==> config.mk <==
export PLATFORM = sky130hd
export DESIGN_NAME = itf_piso_buf
export DESIGN_NICKNAME = d
export VERILOG_FILES = /design/src/rtl/itf_piso_buf.sv
export SDC_FILE = /design/constraint.sdc
export NUM_CORES = 1
export LEC_CHECK = 0
export ABC_AREA = 1
export BUFFER_PORTS_ARGS = -buffer_cell sky130_fd_sc_hd__buf_2
export CORE_UTILIZATION = 25
export CTS_BUF_LIST = sky130_fd_sc_hd__clkbuf_4 sky130_fd_sc_hd__clkbuf_8 sky130_fd_sc_hd__clkbuf_16
export CTS_CLUSTER_SIZE = 10
export DETAILED_ROUTE_END_ITERATION = 16
export PLACE_DENSITY = 0.46
export SLEW_MARGIN = 20
export SYNTH_ARGS = -nofsm -noshare
export SYNTH_HDL_FRONTEND = slang
export SYNTH_SLANG_ARGS = --single-unit
==> constraint.sdc <==
create_clock -name clk -period 13.25 [get_ports clk]
set_input_delay 0.6625 -clock clk [delete_from_list [all_inputs] [get_ports clk]]
set_output_delay 0.6625 -clock clk [all_outputs]
set_load 0.02 [all_outputs]
==> src/rtl/itf_piso_buf.sv <==
// -----------------------------------------------------------------------------
// itf_piso_buf
//
// Buffered parallel-in / serial-out width converter for the on-chip to
// off-chip path of the interface unit. DATA_IN_WIDTH-bit words from the
// global-buffer read ports are held in a small word FIFO and emitted as
// R = DATA_IN_WIDTH / DATA_OUT_WIDTH beats of DATA_OUT_WIDTH bits toward the
// pad. Word-level LAST becomes beat-level LAST on the final beat of the word.
//
// Ports
//   clk       in   clock, all logic on the rising edge
//   rst       in   synchronous reset, active-high
//   IN_DAT    in   input word
//   IN_VLD    in   input word valid
//   IN_LAST   in   word is the last of its transfer
//   IN_RDY    out  block can accept a word (registered state only)
//   OUT_DAT   out  output beat (zero while no beat is valid)
//   OUT_VLD   out  beat valid
//   OUT_LAST  out  final beat of the final word
//   OUT_RDY   in   downstream accepts beat
//   BUSY      out  any word held or in serialization
//
// Parameters
//   DATA_IN_WIDTH   input word width, integer multiple (R >= 1) of DATA_OUT_WIDTH
//   DATA_OUT_WIDTH  output beat width
//   DEPTH           word FIFO entries, >= 1, power of two
//
// Build option
//   ITF_PISO_MSB_FIRST_EN  when defined, the most-significant slice of each
//                          word is sent first; LAST still marks the final beat.
//                          Default: least-significant slice first.
//
// State table (derived from the word count, no separate state register)
//   state    | meaning
//   EMPTY    | no word held, OUT_VLD low
//   SHIFT    | at least one word held, head being serialized
//   FULL     | DEPTH words held (sub-case of SHIFT), IN_RDY low
// -----------------------------------------------------------------------------
module itf_piso_buf #(
    parameter int DATA_IN_WIDTH  = 256,
    parameter int DATA_OUT_WIDTH = 128,
    parameter int DEPTH          = 2
) (
    input  logic                      clk,
    input  logic                      rst,
    input  logic [DATA_IN_WIDTH-1:0]  IN_DAT,
    input  logic                      IN_VLD,
    input  logic                      IN_LAST,
    output logic                      IN_RDY,
    output logic [DATA_OUT_WIDTH-1:0] OUT_DAT,
    output logic                      OUT_VLD,
    output logic                      OUT_LAST,
    input  logic                      OUT_RDY,
    output logic                      BUSY
);

    localparam int R  = DATA_IN_WIDTH / DATA_OUT_WIDTH;
    localparam int PW = (DEPTH > 1) ? $clog2(DEPTH) : 1;
    localparam int CW = $clog2(DEPTH + 1);
    localparam int KW = (R > 1) ? $clog2(R) : 1;

    localparam logic [PW-1:0] PTR_MAX  = PW'(DEPTH - 1);
    localparam logic [CW-1:0] CNT_FULL = CW'(DEPTH);
    localparam logic [KW-1:0] BEAT_MAX = KW'(R - 1);

    typedef enum logic [1:0] {
        ST_EMPTY = 2'd0,
        ST_SHIFT = 2'd1,
        ST_FULL  = 2'd2
    } state_t;

    // storage
    logic [DATA_IN_WIDTH-1:0] r_mem_dat  [DEPTH];
    logic                     r_mem_last [DEPTH];

    // control state
    logic [PW-1:0] r_wr_ptr;
    logic [PW-1:0] r_rd_ptr;
    logic [CW-1:0] r_count;
    logic [KW-1:0] r_beat;

    // next-state values
    logic [PW-1:0] w_wr_ptr_nxt;
    logic [PW-1:0] w_rd_ptr_nxt;
    logic [CW-1:0] w_count_nxt;
    logic [KW-1:0] w_beat_nxt;

    state_t                    w_state;
    logic                      w_in_rdy;
    logic                      w_out_vld;
    logic                      w_push;
    logic                      w_beat_xfer;
    logic                      w_beat_end;
    logic                      w_pop;
    logic [DATA_IN_WIDTH-1:0]  w_head_dat;
    logic                      w_head_last;
    logic [KW-1:0]             w_slice_sel;
    logic [DATA_OUT_WIDTH-1:0] w_slice;

    // -------------------------------------------------------------------------
    // State decode from the registered word count. IN_RDY and OUT_VLD come
    // only from registered state, so neither has a path from OUT_RDY or IN_VLD.
    // -------------------------------------------------------------------------
    always_comb begin
        w_state = ST_SHIFT;
        if (r_count == '0) begin
            w_state = ST_EMPTY;
        end else if (r_count == CNT_FULL) begin
            w_state = ST_FULL;
        end
    end

    assign w_in_rdy    = (w_state != ST_FULL);
    assign w_out_vld   = (w_state != ST_EMPTY);
    assign w_push      = IN_VLD & w_in_rdy;
    assign w_beat_xfer = w_out_vld & OUT_RDY;
    assign w_beat_end  = (r_beat == BEAT_MAX);
    assign w_pop       = w_beat_xfer & w_beat_end;

    // -------------------------------------------------------------------------
    // Next-state logic. When full, a retiring head does not open a slot in
    // the same cycle: w_push is already gated by the registered FULL state.
    // -------------------------------------------------------------------------
    always_comb begin
        w_wr_ptr_nxt = r_wr_ptr;
        w_rd_ptr_nxt = r_rd_ptr;
        w_count_nxt  = r_count;
        w_beat_nxt   = r_beat;

        if (w_push) begin
            w_wr_ptr_nxt = (r_wr_ptr == PTR_MAX) ? '0 : r_wr_ptr + PW'(1);
        end

        if (w_pop) begin
            w_rd_ptr_nxt = (r_rd_ptr == PTR_MAX) ? '0 : r_rd_ptr + PW'(1);
        end

        case ({w_push, w_pop})
            2'b10:   w_count_nxt = r_count + CW'(1);
            2'b01:   w_count_nxt = r_count - CW'(1);
            default: w_count_nxt = r_count;
        endcase

        if (w_beat_xfer) begin
            w_beat_nxt = w_beat_end ? '0 : r_beat + KW'(1);
        end
    end

    always_ff @(posedge clk) begin
        if (rst) begin
            r_wr_ptr <= '0;
            r_rd_ptr <= '0;
            r_count  <= '0;
            r_beat   <= '0;
        end else begin
            r_wr_ptr <= w_wr_ptr_nxt;
            r_rd_ptr <= w_rd_ptr_nxt;
            r_count  <= w_count_nxt;
            r_beat   <= w_beat_nxt;
        end
    end

    // Entry contents are don't-care while not counted as held, so the array
    // needs no reset; OUT_DAT is forced to zero whenever the FIFO is empty.
    always_ff @(posedge clk) begin
        if (w_push) begin
            r_mem_dat[r_wr_ptr]  <= IN_DAT;
            r_mem_last[r_wr_ptr] <= IN_LAST;
        end
    end

    // -------------------------------------------------------------------------
    // Serializer output: pick slice of the head word for the current beat.
    // -------------------------------------------------------------------------
    assign w_head_dat  = r_mem_dat[r_rd_ptr];
    assign w_head_last = r_mem_last[r_rd_ptr];

`ifdef ITF_PISO_MSB_FIRST_EN
    assign w_slice_sel = BEAT_MAX - r_beat;
`else
    assign w_slice_sel = r_beat;
`endif

    always_comb begin
        w_slice = '0;
        for (int i = 0; i < R; i++) begin
            if (w_slice_sel == KW'(i)) begin
                w_slice = w_head_dat[i*DATA_OUT_WIDTH +: DATA_OUT_WIDTH];
            end
        end
    end

    assign IN_RDY   = w_in_rdy;
    assign OUT_VLD  = w_out_vld;
    assign OUT_DAT  = w_out_vld ? w_slice : '0;
    assign OUT_LAST = w_out_vld & w_head_last & w_beat_end;
    assign BUSY     = w_out_vld;

endmodule

==> flow_summary.json <==
{
  "regToRegEndpoint": "r_mem_dat[1][196]",
  "cts_tree": "done",
  "reg2reg_depth": 6,
  "dpl-instance-area_sq_um": 24440,
  "overflow": 0,
  "clk_latency_ns": 0.60,
  "yosysSeqAreaShare_pct": 72.09,
  "numCtsBuffers": 67,
  "dr_total_vias": 14390,
  "peakVddDrop_mv": 0.09867,
  "critPathLaunchType": "flip-flop",
  "avgViaCountPerCell": 4.096,
  "cts.sinks": 520,
  "rsz0062_at_grt": "false",
  "drt-initial-drc-count": 699,
  "area_delta_synth_final_pct": 23.02,
  "setup_viol": 0,
  "cts_setup_buffers": 0,
  "criticalPathCategory": "flip-flop to output pin",
  "routabilityCongestion": 0.7694,
  "worstPathArrival_ns": 3.76,
  "whs_ns": 0.2481,
  "crit_path_max_fanout": 78,
  "slew-limit-headroom_pct": 27.81,
  "ios": 393,
  "synth_edf_count": 514,
  "r2r_start": "r_count[0]",
  "ant_nets": 0,
  "route.detailed.drc": 0,
  "final_area_sq_um": 26540,
  "cts.path.max_buffers": 3,
  "final-max-slew-violation-count": 0,
  "h-tree-depth": 3,
  "hold_buffers": 0,
  "cts_resized": 0,
  "min_period_ns": 4.421,
  "die_h_um": 295.8,
  "ys_async_sr_fraction_pct": 0,
  "min_to": "r_mem_dat[1][147]",
  "fp-row-count": 107,
  "layout_worst_path_cycle_share_pct": 33.37,
  "tns_ns": 0,
  "dr.pass1.iters": 5,
  "synth_cell_types": 20,
  "drive_gt1_share_pct": 22.04,
  "initial_core_util_pct": 25.30,
  "clock.fmax_mhz": 226.2,
  "grt_max_degree": 141,
  "clkTransAtPathRegs_ns": 0.06,
  "antenna_found_initial": 21,
  "ys_warn_count": 0,
  "hold_class": "primary input to flip-flop",
  "cap_violations": 0,
  "netlist_area_sq_um": 21580,
  "clock_skew_ns": 0.02923,
  "p_leak_nw": 11.46,
  "final_nets": 2582,
  "track_usage_pct": 13.02,
  "fillers": 8797,
  "worst_pin_slew_ns": 1.083,
  "synth-seq-cells": 520,
  "grt_pass1_vias": 14510,
  "fp.dieW_um": 295.8,
  "port-buffer-count": 392,
  "core_area_sq_um": 85280,
  "route.detailed.wl_per_inst_um": 16.53,
  "syn_nets": 2207,
  "hold_depth": 1,
  "final_common_cell": "nand2_1",
  "dp.cells": 3395,
  "hold_viol": 0,
  "synth_flop_cell": "edfxtp_1",
  "status": "finished clean",
  "required_ns": 12.59,
  "die_area_sq_um": 87490,
  "pwr_density_cell_nw_per_um2": 156.9,
  "fin_util_pct": 31.13,
  "syn_avg_cell_area_sq_um": 11.09,
  "multi_input_area_sq_um": 4332,
  "layout_common_cells": "nand2_1, edfxtp_1, buf_2, inv_1, a21oi_1",
  "min_from": "IN_DAT[147]",
  "grt_pass1_wl_um": 86490,
  "dp_hpwl_um": 34680,
  "regArea_sq_um": 15560,
  "r2r_slack_ns": 10.36,
  "final_cells": 3514,
  "wl_um": 58090,
  "cp-end-kind": "output pin",
  "syn_inst": 1945,
  "cts-root-buf": "clkbuf_16"
}
worst max-delay path by stage:
stage                      end  slack (ns)
6_report           OUT_DAT[58]        8.83
5_1_grt            OUT_DAT[58]        8.56
4_1_cts            OUT_DAT[58]        8.70
3_5_place_dp       OUT_DAT[58]        9.38
3_3_place_gp       OUT_DAT[58]        9.44
2_1_floorplan  r_mem_dat[0][0]        0.96
state kept, by name (all words and copies together) (netlist names), named ones only:
| register | cells |
|---|---|
| r_mem_dat | 512 |
| r_mem_last | 2 |
| r_wr_ptr | 1 |
| r_rd_ptr | 1 |
| r_beat | 1 |
| r_count | 2 |
cell families after synthesis:
kind of cell / after synthesis / share of synthesized area [%]
AND/OR/NAND/NOR: 921 / 16.83
AO/OA/AOI/OAI: 134 / 3.120
flip-flops: 520 / 72.09
adder cells (fa/ha/maj): 1 / 0.05798
buffers and inverters: 369 / 7.904
cells in the mapped netlist, types with 2 or more instances:
master,count,area (sq um)
o21ai_0,2,10.01
nand3_1,129,645.6
nand2_1,779,2924
nand4_1,2,12.51
nor2_1,10,37.54
buf_4,4,30.03
a21oi_1,131,655.6
buf_1,2,7.510
buf_6,28,315.3
inv_2,3,11.26
clkbuf_1,3,11.26
edfxtp_1,514,15430
inv_1,264,991.0
buf_2,63,315.3
dfxtp_1,6,120.1
final cells by class:
type                       instances  area share (%)
antenna                           11          0.1037
clock buffer                      90           7.056
clock inverter                    18          0.7542
inverter                         268           3.837
multi-input combinational       1056           16.32
sequential                       520           58.63
tap                             1144           5.392
timing repair buffer             407           7.909
metrics by stage:
| stage | power [mW] | worst slack (ns) |
|---|---|---|
| finish | 4.165 | 8.829 |
| global route | 4.357 | 8.565 |
| CTS | 4.247 | 8.696 |
| detailed placement | 2.498 | 9.383 |
| global placement | 2.490 | 9.441 |
| floorplan | 2.339 | 0.9587 |
worst max-delay path, cell delays in order, from the launching register on:
cell and delay (ns):
dfxtp_4 0.75, buf_4 0.80, buf_4 0.62, nand2_1 0.11, nand2_1 0.12, nand2_1 0.10
a21oi_1 0.28, buf_2 0.22
report_power, final:
group	internal [mW]	switching [mW]
sequential	1.94	0.0255
combinational	0.139	0.351
clock	1.02	0.694
per-layer routing:
metal  GRT usage [%]  vias to the layer above  part of all wire (%)
li1                -                     7092                     -
met1           15.78                     6800                    41
met2           21.95                      379                    49
met3           3.537                       99                   6.8
met4           4.941                       22                   2.3
met5               0                        -                  0.27
Power figures use the tool's default switching activity.
